**config.mk**
```make
export PLATFORM = sky130hd
export DESIGN_NAME = serial_word_capture
export DESIGN_NICKNAME = d
export VERILOG_FILES = /design/src/rtl/serial_word_capture_pkg.sv /design/src/rtl/serial_word_capture_bit_counter.sv /design/src/rtl/serial_word_capture.sv
export SDC_FILE = /design/constraint.sdc
export NUM_CORES = 1
export LEC_CHECK = 0
export ABC_AREA = 1
export CORE_ASPECT_RATIO = 0.9
export CORE_UTILIZATION = 47
export DETAILED_ROUTE_END_ITERATION = 16
export PLACE_DENSITY = 0.75
export SLEW_MARGIN = 20
export SYNTH_ARGS = -nofsm -noshare
export SYNTH_HDL_FRONTEND = slang
export SYNTH_SLANG_ARGS = --single-unit
```
**constraint.sdc**
```tcl
create_clock -name clk -period 1.5 [get_ports clk]
set_input_delay 0.225 -clock clk [delete_from_list [all_inputs] [get_ports clk]]
set_output_delay 0.225 -clock clk [all_outputs]
set_load 0.005 [all_outputs]
```
**src/rtl/serial_word_capture_pkg.sv**
```systemverilog
// Shared types and helpers for the serial-to-parallel word capture block.
package serial_word_capture_pkg;

  typedef enum logic {
    COLLECT = 1'b0,
    HOLD    = 1'b1
  } state_e;

  // Width of the bit counter: ceil(log2(width)), never less than one bit.
  function automatic int cnt_width(input int width);
    return (width > 2) ? $clog2(width) : 1;
  endfunction

endpackage

```
**src/rtl/serial_word_capture_bit_counter.sv**
```systemverilog
// Modulo-WIDTH up counter; tc flags the last bit position of a word.
module serial_word_capture_bit_counter
  import serial_word_capture_pkg::*;
#(
  parameter  int WIDTH = 8,
  localparam int CNT_W = cnt_width(WIDTH)
) (
  input  logic             clk,
  input  logic             rst,
  input  logic             clear,
  input  logic             en,
  output logic [CNT_W-1:0] count,
  output logic             tc
);

  logic [CNT_W-1:0] count_q, count_d;

  assign tc    = (count_q == CNT_W'(WIDTH - 1));
  assign count = count_q;

  // NOTE: every combinational output gets a default first so no path can infer a latch.
  always_comb begin
    count_d = count_q;
    if (en) count_d = tc ? '0 : count_q + CNT_W'(1);
  end

  // NOTE: reset is synchronous, so it lives inside the clocked branch; state uses <= only.
  always_ff @(posedge clk) begin
    if (rst || clear) count_q <= '0;
    else              count_q <= count_d;
  end

endmodule

```
**src/rtl/serial_word_capture.sv**
```systemverilog
// Collects serial bits into a WIDTH-bit word and offers it over valid/ready.
module serial_word_capture
  import serial_word_capture_pkg::*;
#(
  parameter  int WIDTH     = 8,
  parameter  int LSB_FIRST = 1,
  localparam int CNT_W     = cnt_width(WIDTH)
) (
  input  logic             clk,
  input  logic             rst,
  input  logic             clear,
  input  logic             bit_in,
  input  logic             bit_valid,
  output logic             bit_ready,
  output logic [WIDTH-1:0] data_out,
  output logic             out_valid,
  input  logic             out_ready,
  output logic [CNT_W-1:0] bit_count,
  output logic             overrun
);

  state_e           state_q, state_d;
  logic [WIDTH-1:0] sreg_q, sreg_d;
  logic [WIDTH-1:0] data_q, data_d;
  logic             overrun_q, overrun_d;
  logic             accept;
  logic             last_bit;

  // A held word can be handed off and a new bit taken in the same cycle.
  assign bit_ready = (state_q == COLLECT) || out_ready;
  assign accept    = bit_valid && bit_ready;

  serial_word_capture_bit_counter #(.WIDTH(WIDTH)) u_bit_counter (
    .clk   (clk),
    .rst   (rst),
    .clear (clear),
    .en    (accept),
    .count (bit_count),
    .tc    (last_bit)
  );

  always_comb begin
    state_d   = state_q;
    sreg_d    = sreg_q;
    data_d    = data_q;
    overrun_d = overrun_q || (bit_valid && !bit_ready);

    if (accept) begin
      sreg_d = (LSB_FIRST != 0) ? {bit_in, sreg_q[WIDTH-1:1]}
                                : {sreg_q[WIDTH-2:0], bit_in};
    end

    case (state_q)
      COLLECT: begin
        if (accept && last_bit) begin
          data_d  = sreg_d;
          state_d = HOLD;
        end
      end
      HOLD: begin
        if (out_ready) state_d = COLLECT;
      end
      default: state_d = COLLECT;
    endcase
  end

  always_ff @(posedge clk) begin
    if (rst || clear) begin
      state_q   <= COLLECT;
      sreg_q    <= '0;
      data_q    <= '0;
      overrun_q <= 1'b0;
    end else begin
      state_q   <= state_d;
      sreg_q    <= sreg_d;
      data_q    <= data_d;
      overrun_q <= overrun_d;
    end
  end

  assign out_valid = (state_q == HOLD);
  assign data_out  = data_q;
  assign overrun   = overrun_q;

endmodule
```
# Word level (Yosys, flattened, before mapping)
# Cells that the tools add are included.
dict set report word_totals {
  regBits 21
  wordCells 21
}
dict set report classes {
  eq_ne 1
  n_bitwise 1
  reduce_logical 8
  add_sub_neg 1
  n_mux 5
}
# operator n
set ops {}
lappend ops {{$mux 8} 1}
lappend ops {{$add 3x1->3 const B} 1}
lappend ops {{$eq 3x3->1 const B} 1}
lappend ops {{$logic_and 1x1->1} 3}
lappend ops {{$logic_or 1x1->1} 3}
lappend ops {{$mux 3} 1}
lappend ops {{$mux 1} 2}
lappend ops {{$pmux 1 s2} 1}
lappend ops {{$reduce_and 2->1} 1}
lappend ops {{$logic_not 1->1} 1}
lappend ops {{$not 1->1} 1}

# Logic depth before layout (Yosys ltp)
# Gate-level depths: netlist of run 1.
dict set report depth {
  depth_word 6
  mapped_depth 8
}

# By module
# A second synthesis of run 1 with hierarchy kept.
dict set report unflattened {
  cells_unflattened 119
  hier_area_um2 935.9
}
# mod seq_area_each_um2 area_per_inst_um2 cells_per_inst n_inst
set by_module_without_submodules {}
lappend by_module_without_submodules {serial_word_capture 360.3 782.0 98 1}
lappend by_module_without_submodules {serial_word_capture_bit_counter 60.1 153.9 21 1}

# Worst setup path after synthesis of run 1
# Ideal clock, no wire load.
dict set report synth_path {
  path_type {register to register}
  from {register u_bit_counter.count_q[0], in the netlist u_bit_counter.count[0]}
  to {register data_q[0], in the netlist data_out[0]}
  path_slack_ns 0.285
  t_arrival_ns 1.107
  setup_time_ns 0.109
  path_stages_with_launch 8
  path_buffers 0
  cell_sequence {dfxtp_1 -> ha_1 -> ha_1 -> nand3_4 -> clkinv_4 -> nand3_1 -> nand2_1 -> inv_1}
}
dict set report synth_between {
  elab_chain_cells 3
}
# item line
set synth_rtl {}
lappend synth_rtl {{start: declaration} serial_word_capture_bit_counter.sv:16} ;# logic [CNT_W-1:0] count_q, count_d;
lappend synth_rtl {{start signal: assignment} serial_word_capture_bit_counter.sv:30} ;# else count_q <= count_d;
lappend synth_rtl {{$eq 3x3->1} serial_word_capture_bit_counter.sv:18} ;# assign tc = (count_q == CNT_W'(WIDTH - 1));
lappend synth_rtl {{$logic_and 1x1->1} serial_word_capture.sv:55} ;# if (accept && last_bit) begin
lappend synth_rtl {{$reduce_and 2->1 (no line)} -}
lappend synth_rtl {{end signal: assignment} serial_word_capture.sv:76} ;# data_q <= data_d;
lappend synth_rtl {{end: declaration} serial_word_capture.sv:24} ;# logic [WIDTH-1:0] data_q, data_d;
# No other way between the ends.
# A chain may end at the register's enable or synchronous reset.

# Worst setup path in the final report of run 1
dict set report layout_path {
  from {register state_q, in the netlist out_valid}
  to {output out_valid}
}
# item line
set layout_lines {}
lappend layout_lines {{start: declaration} serial_word_capture.sv:22} ;# state_e state_q, state_d;
lappend layout_lines {{start signal: assignment} serial_word_capture.sv:74} ;# state_q <= state_d;
lappend layout_lines {{end: declaration} serial_word_capture.sv:16} ;# output logic out_valid,
# No word-level cell between the ends.

==> impl_results.md, run 1 <==
* Final setup vio count at 0
* Final ANT Viol Nets at 0
* Vias in the first global route at around 700
* DR WL/cell at 10.45 um
* First-pass GRT wire length at 2835 um
* Peak supply drop at 710.7 uV
* Final Util at 0.6538
* Compound-Gate Fraction of Synth Area at 0.1183
* Status: complete, no violations
* Area grow syn2layout at 26.34%
* Die Span X at about 48 um
* Synth top area cells: dfxtp_1 (47%), a21oi_1 (10%), nand3_1 (9.6%)
* Min-delay worst type: register to register
* CTS Hold Bufs at 0
* Startpoint Class: register
* Via Count at 790
* Clock Pin Slew Worst Setup and Hold Paths at between 100 and 150 ps
* Die height at between 40 and 50 um
* Number of diodes at 0
* Critical setup path kind: register to primary output
* Static leakage at 0.4431 nW
* Distinct cell type count after synthesis at 14
* Main flop type after synthesis: dfxtp_1
* Largest net degree at the start of global routing at 19
* Post-route setup slack at 68.76 ps
* Max Clk Rate at 698.7 MHz
* Share of cells above drive strength 1 at 0.09420
* Synth cell count leaders: dfxtp_1 (21), inv_1 (21), a21oi_1 (18)
* Largest family of logic cells by synthesized area: simple AND/OR/NAND/NOR gates
* Warnings from Yosys at 0
* DP Worst Slack at -50.28 ps
* DP Wirelength at 1223 um
* Worst slew pin tran at slightly below 300 ps
* Synthesized-area fraction occupied by adder cells at 0.02817
* Crit path cell chain: clkdlybuf4s50_1
* Crit path largest cell delay at 520 ps
* Initial Util at 0.5175
* Pwr Density at 791.8 nW/um2
* H-tree levels at 1
* Sequential area share after synthesis at 0.4732
* Pwr Total at 888.6 uW
* Initial antenna violation count at 0
* Post-CTS Resized at 1
* Yosys reg bits at 21
* GRT Overall Usage at 0.1945
* Critical path arrival at 1210 ps
* R2R setup slack at 170 ps
* Post-CTS Setup Bufs at 0
* Max-cap viol count at 0
* Post-Syn Instances at between 100 and 150
* Post-synthesis xor/xnor area fraction at 0
* Mapped Area at 888.4 um2
* Post-synth EDFFs at 0
* WP buf/inv at 1
* Worst path top cell family by delay: buffers and inverters
* Port-buffer cells at 19
* Hold Violations, Final at 0
* Max clock buf depth at 2
* Nature of the critical path endpoint: primary output
* Drt total wl at 1693 um
* Starting DRT DRC Count at 19
* Clk root buf: clkbuf_4
* Nets at 147
* Req. time, crit path at 1270 ps
* Crit path time final at approximately 1400 ps
* Slew HR at 0.8061
* RSZ-0062 raised after global routing: no
* Clk_lat worst skew at approximately 300 ps
* Syn nets at 124
* GPL Wtd Cong at 0.7414
* Ys async rst share at 0
* DRT Pass-1 Iters at 6
* Mux contribution to synthesized area at 0
* GR Overflow Total at 0
* Skew final at 4.097 ps
* # IOs at 20
* Die Footprint at 2068 um2
* Synth Area in Simple Gates at 0.2352
* Core Region at about 1700 um2
* CTS tree: yes
* Clk sinks at 21
* Final Cycle Share at 0.9542
* Post-Syn Area per Cell at approximately 7.7 um2
* Row Count at 14
* DR vias/cell at 4.877
* Critical path fanouts, max at 4
* Synth top area share at 0.4732
* Final slew viol count at 0
* Largest area contributor in the netlist: dfxtp_1
* DR DRC count at 0
* CP max-delay cell: clkdlybuf4s50_1
* CTS Buf Count at 3
[registers in the layout, summed over array words and instances, names as in the netlist]
name                 flops
overrun                  1
data_out                 8
u_bit_counter.count      3
out_valid                1
sreg_q                   8
[area by class of cell]
cell class	instances	area [um2]
Tap cell	24	30.03
Clock buffer	4	26.28
Multi-Input combinational cell	68	341.6
Timing Repair Buffer	22	211.5
Fill cell	184	594.3
Inverter	23	91.34
Sequential cell	21	421.7
[final timing paths]
kind	from	endpoint	cells past startpoint
worst max register to register	u_bit_counter.count[1]$_SDFFE_PP0P_	data_out[3]$_SDFFE_PP0P_	7
worst max-delay path	out_valid$_SDFF_PP0_	out_valid	1
worst min-delay path	overrun$_SDFF_PP0_	overrun$_SDFF_PP0_	2
worst min register to register	overrun$_SDFF_PP0_	overrun$_SDFF_PP0_	2
[power by group]
group | internal, mW | switching (mW) | total (mW)
clock | 0.104 | 0.164 | 0.267
sequential | 0.562 | 0.00348 | 0.566
combinational | 0.0258 | 0.0299 | 0.0557
total | 0.692 | 0.197 | 0.889
[cell usage in the layout, fill, tap and decap left out, types with 2 or more instances in the layout]
| cell | netlist | final |
|---|---|---|
| a21oi_1 | 18 | 18 |
| buf_4 | 2 | 3 |
| clkbuf_4 | 0 | 3 |
| clkdlybuf4s50_1 | 0 | 18 |
| dfxtp_1 | 21 | 20 |
| inv_1 | 21 | 21 |
| nand2_1 | 16 | 16 |
| nand2_2 | 2 | 2 |
| nand3_1 | 17 | 17 |
| nor2_1 | 9 | 9 |
| o21ai_0 | 3 | 3 |
[per-layer routing]
layer	share of wire	GRT usage	routed length, um	up-vias
met5	0	0	0	-
met1	0.46	0.2487	776	358
met4	0.012	0.06667	21	0
met3	0.058	0.06383	99	4
met2	0.47	0.3000	795	20
li1	-	-	-	408
[cells by family after synthesis]
logic type,count (synthesis)
AO/OA/AOI/OAI,21
AND/OR/NAND/NOR,45
buffers and inverters,27
flip-flops,21
adder cells (fa/ha/maj),2
[metrics by stage]
stage                     cell area [um2]  hold slack [ps]  setup TNS (ps)  std cells
after global placement               1094            438.6         -0.7064        158
after floorplan                     888.4            404.8               0        116
after CTS                            1119            468.1               0        162
after global routing                 1122            489.1               0        162
final                                1122            461.9               0        162
after detailed placement             1094            450.7          -63.28        158
(Power assumes the default switching activity.)
==> run 2, diff against run 1 <==
--- a/config.mk
+++ b/config.mk
@@ -5,11 +5,11 @@
 export SDC_FILE = /design/constraint.sdc
 export NUM_CORES = 1
 export LEC_CHECK = 0
-export ABC_AREA = 1
+export ABC_AREA = 0
 export CORE_ASPECT_RATIO = 0.9
-export CORE_UTILIZATION = 47
+export CORE_UTILIZATION = 45
 export DETAILED_ROUTE_END_ITERATION = 16
-export PLACE_DENSITY = 0.75
+export PLACE_DENSITY = 0.74
 export SLEW_MARGIN = 20
 export SYNTH_ARGS = -nofsm -noshare
 export SYNTH_HDL_FRONTEND = slang
==> impl_results.md, run 2 <==
* Status: complete, no violations
* Sw Ratio at 0.1838 (-0.03797)
* Post-route setup slack at 54.09 ps (-14.68 ps)
* Sequential area share after synthesis at 0.5145 (+0.04123)
* Gate power share at 0.060 (-0.003)
* Syn nets at 83 (-33%)
* CTS Buf Count at 3 (unchanged)
* Post-synth EDFFs at 0 (unchanged)
* Final slew viol count at 0 (unchanged)
* DR WL/cell at 10.86 um (+3.9%)
* Final Cycle Share at 0.9639 (+0.009783)
* First-pass GRT wire length at 2373 um (-16%)
* Row Count at 13 (-1)
* Critical path fanouts, max at 4 (unchanged)
* DRT Pass-1 Iters at 4 (-2)
* WP buf/inv at 1 (unchanged)
* R2R Path End: data_out[2]$_SDFFE_PP0P_
* Pwr Density at 972.3 nW/um2 (+23%)
* RSZ-0062 raised after global routing: no
* Worst slew pin tran at 155.0 ps (-135.4 ps)
* Drt total wl at 1314 um (-22%)
* Max reg flops at 8
* Mapped Area at 778.2 um2 (-12%)
* Synth cell count leaders: dfxtp_1 (20), nand2_1 (14), mux2i_1 (10)
* Startpoint Class: register
* Final Cell Area at 1057 um2 (-5.8%)
* Main flop type after synthesis: dfxtp_1
* Seq pwr share at 0.521 (-0.115)
* DR DRC count at 0 (unchanged)
* Final ANT Viol Nets at 0 (unchanged)
* Worst path top cell family by delay: buffers and inverters
* Slew HR at 0.8937 (+0.08761)
* CP max-delay cell: clkdlybuf4s50_1
* H-tree levels at 1 (unchanged)
* Clk_lat worst skew at 300 ps (about the same)
* Req. time, crit path at 1270 ps (about the same)
* CTS tree: yes
* Wl on met1 at 629 um (-19%)
* Die Span X at 45.84 um (-4.2%)
* CTS Hold Bufs at 0 (unchanged)
* Top layer in use: met4
* Synth top area cells: dfxtp_1 (51%), mux2i_1 (13%), nand2_1 (6.8%)
* Nature of the critical path endpoint: primary output
* # IOs at 20 (unchanged)
* Post-Syn Instances at 75 (-35%)
* Synth top area share at 0.5145 (+0.04123)
* Worst r2r src: u_bit_counter.count[0]$_SDFFE_PP0P_
* GR Overflow Total at 0 (unchanged)
* Share of cells above drive strength 1 at 0.1313 (+0.03711)
* Port-buffer cells at 19 (unchanged)
* Clock share of power at 0.419 (+0.118)
* Skew final at 5.440 ps (+1.343 ps)
* Inst Count DP at 117 (-26%)
* DP Worst Slack at -17.84 ps (+32.44 ps)
* Crit path largest cell delay at 520 ps (about the same)
* Via Count at 577 (-27%)
* DR vias/cell at 4.769 (-2.2%)
* GPL Wtd Cong at 0.7096 (-4.3%)
* Starting DRT DRC Count at 5 (-14)
* Commonest non-fill, non-tap cell in the layout: dfxtp_1
* Post-CTS Setup Bufs at 0 (unchanged)
* Die Footprint at 1900 um2 (-8.1%)
* Met2 routed WL at 626 um (-21%)
* R2R setup slack at 180 ps (about the same)
* Largest area contributor in the netlist: dfxtp_1
* Warnings from Yosys at 0 (unchanged)
* Crit path time final at 1446 ps (+14.68 ps)
* Static leakage at 0.4333 nW (-2.2%)
* Final Non-Filler Cells at 121 (-25%)
* Clk sinks at 20 (-4.8%)
* Met3 routed WL at 44 um (-56%)
* Final setup vio count at 0 (unchanged)
* P_sw at 188.9 uW (-4.1%)
* Number of diodes at 0 (unchanged)
* Area grow syn2layout at 35.85%
* Largest net degree at the start of global routing at 18 (-1)
* FILL cells at 142 (-23%)
* Crit path cell chain: clkdlybuf4s50_1
* Yosys reg bits at 20 (-4.8%)
* Die height at 41.45 um (-4.2%)
* Int Pwr at 839.1 uW (+21%)
* Initial antenna violation count at 0 (unchanged)
* Min-delay src: data_out[5]$_SDFFE_PP0P_
* DP Wirelength at 971.3 um (-21%)
* Nets at 108 (-27%)
* DP Area at 1005 um2 (-8.1%)
* Critical setup path kind: register to primary output
* Reg2reg path depth at 5 (-2)
* Vias in the first global route at 543 (-23%)
* Hold Path Depth at 2 (unchanged)
* Hold EP: data_out[5]$_SDFFE_PP0P_
* GRT Overall Usage at 0.1726 (-0.02184)
* Max Clk Rate at 691.6 MHz (-1.0%)
* Max clock buf depth at 2 (unchanged)
* Final Util at 0.6915 (+0.03770)
* Initial Util at 0.5090 (-0.008491)
* Top-count cell post-synth: dfxtp_1
* Distinct cell type count after synthesis at 17 (+3)
* Max-cap viol count at 0 (unchanged)
* Most frequent cells in the layout: dfxtp_1 (19), clkdlybuf4s50_1 (18), nand2_1 (14)
* Critical path arrival at 1220 ps (about the same)
* Ys async rst share at 0 (unchanged)
* Post-Syn Area per Cell at 10.38 um2 (+35%)
* Hold Violations, Final at 0 (unchanged)
* Core Region at 1529 um2 (-11%)
* Peak supply drop at 798.9 uV (+12%)
* Min-delay worst type: register to register
* Clock Pin Slew Worst Setup and Hold Paths at 110 ps (about the same)
* Clk root buf: clkbuf_4
-- run 2: logic make-up after synthesis --
kind of cell | Yosys count | synth area share
and+or+nand+nor | 28 | 0.1961
buffers and inverters | 5 | 0.05787
AOI/OAI and AO/OA | 10 | 0.07075
DFF | 20 | 0.5145
muxes | 10 | 0.1286
adders and majority gates | 2 | 0.03215
-- run 2: worst max path at each step --
stage | startpoint | end | slack [ps] | depth (start not counted)
2_1_floorplan | u_bit_counter.count[0]$_SDFFE_PP0P_ | data_out[6]$_SDFFE_PP0P_ | 280 | 6
3_3_place_gp | out_ready | bit_ready | -9 | 3
3_5_place_dp | out_ready | bit_ready | -20 | 3
4_1_cts | out_valid$_SDFF_PP0_ | out_valid | 20 | 1
5_1_grt | u_bit_counter.count[0]$_SDFFE_PP0P_ | bit_count[0] | 2 | 1
6_report | u_bit_counter.count[0]$_SDFFE_PP0P_ | bit_count[0] | 50 | 1
-- run 2: metal layers --
layer	global-route usage	vias to the layer above
li1	-	302
met1	0.2071	258
met2	0.2800	15
met3	0.06522	2
met4	0.05294	0
met5	0	-
-- run 2: timing repair --
| action | in CTS | in global routing |
|---|---|---|
| endpoints found under the hold margin | 0 | 0 |
| setup endpoints to repair | 1 | 1 |
| gates resized for setup | 1 | 1 |
-- run 2: power by group through the flow --
stage / registers, mW / logic, mW / clock network [mW]
after floorplan: 0.548 / 0.0329 / 0
after global placement: 0.548 / 0.0610 / 0
after detailed placement: 0.548 / 0.0621 / 0
after CTS: 0.536 / 0.0621 / 0.439
after global routing: 0.537 / 0.0668 / 0.472
final: 0.536 / 0.0617 / 0.430
-- run 2: metrics by stage --
| stage | hold slack [ps] | power (mW) | TNS (ps) |
|---|---|---|---|
| finish | 462.4 | 1.028 | 0 |
| global route | 481.7 | 1.075 | 0 |
| CTS | 466.3 | 1.037 | 0 |
| detailed placement | 449.9 | 0.6103 | -17.84 |
| global placement | 446.4 | 0.6090 | -9.231 |
| floorplan | 381.2 | 0.5808 | 0 |
-- run 2: final cells by class --
class / count / area, um2 / share of cell area
sequential: 20 / 401.6 / 0.3799
multi-input combinational: 50 / 332.8 / 0.3148
timing repair buffer: 24 / 239.0 / 0.2260
clock inverter: 1 / 30.03 / 0.02840
tap: 22 / 27.53 / 0.02604
clock buffer: 3 / 22.52 / 0.02130
inverter: 1 / 3.754 / 0.003550
-- run 2: worst reg2reg max path, delay by kind of cell (launching register included) --
family,cells,cell delay (ps)
adders and majority gates,2,400
DFF,1,400
and+or+nand+nor,2,320
AOI/OAI and AO/OA,1,90
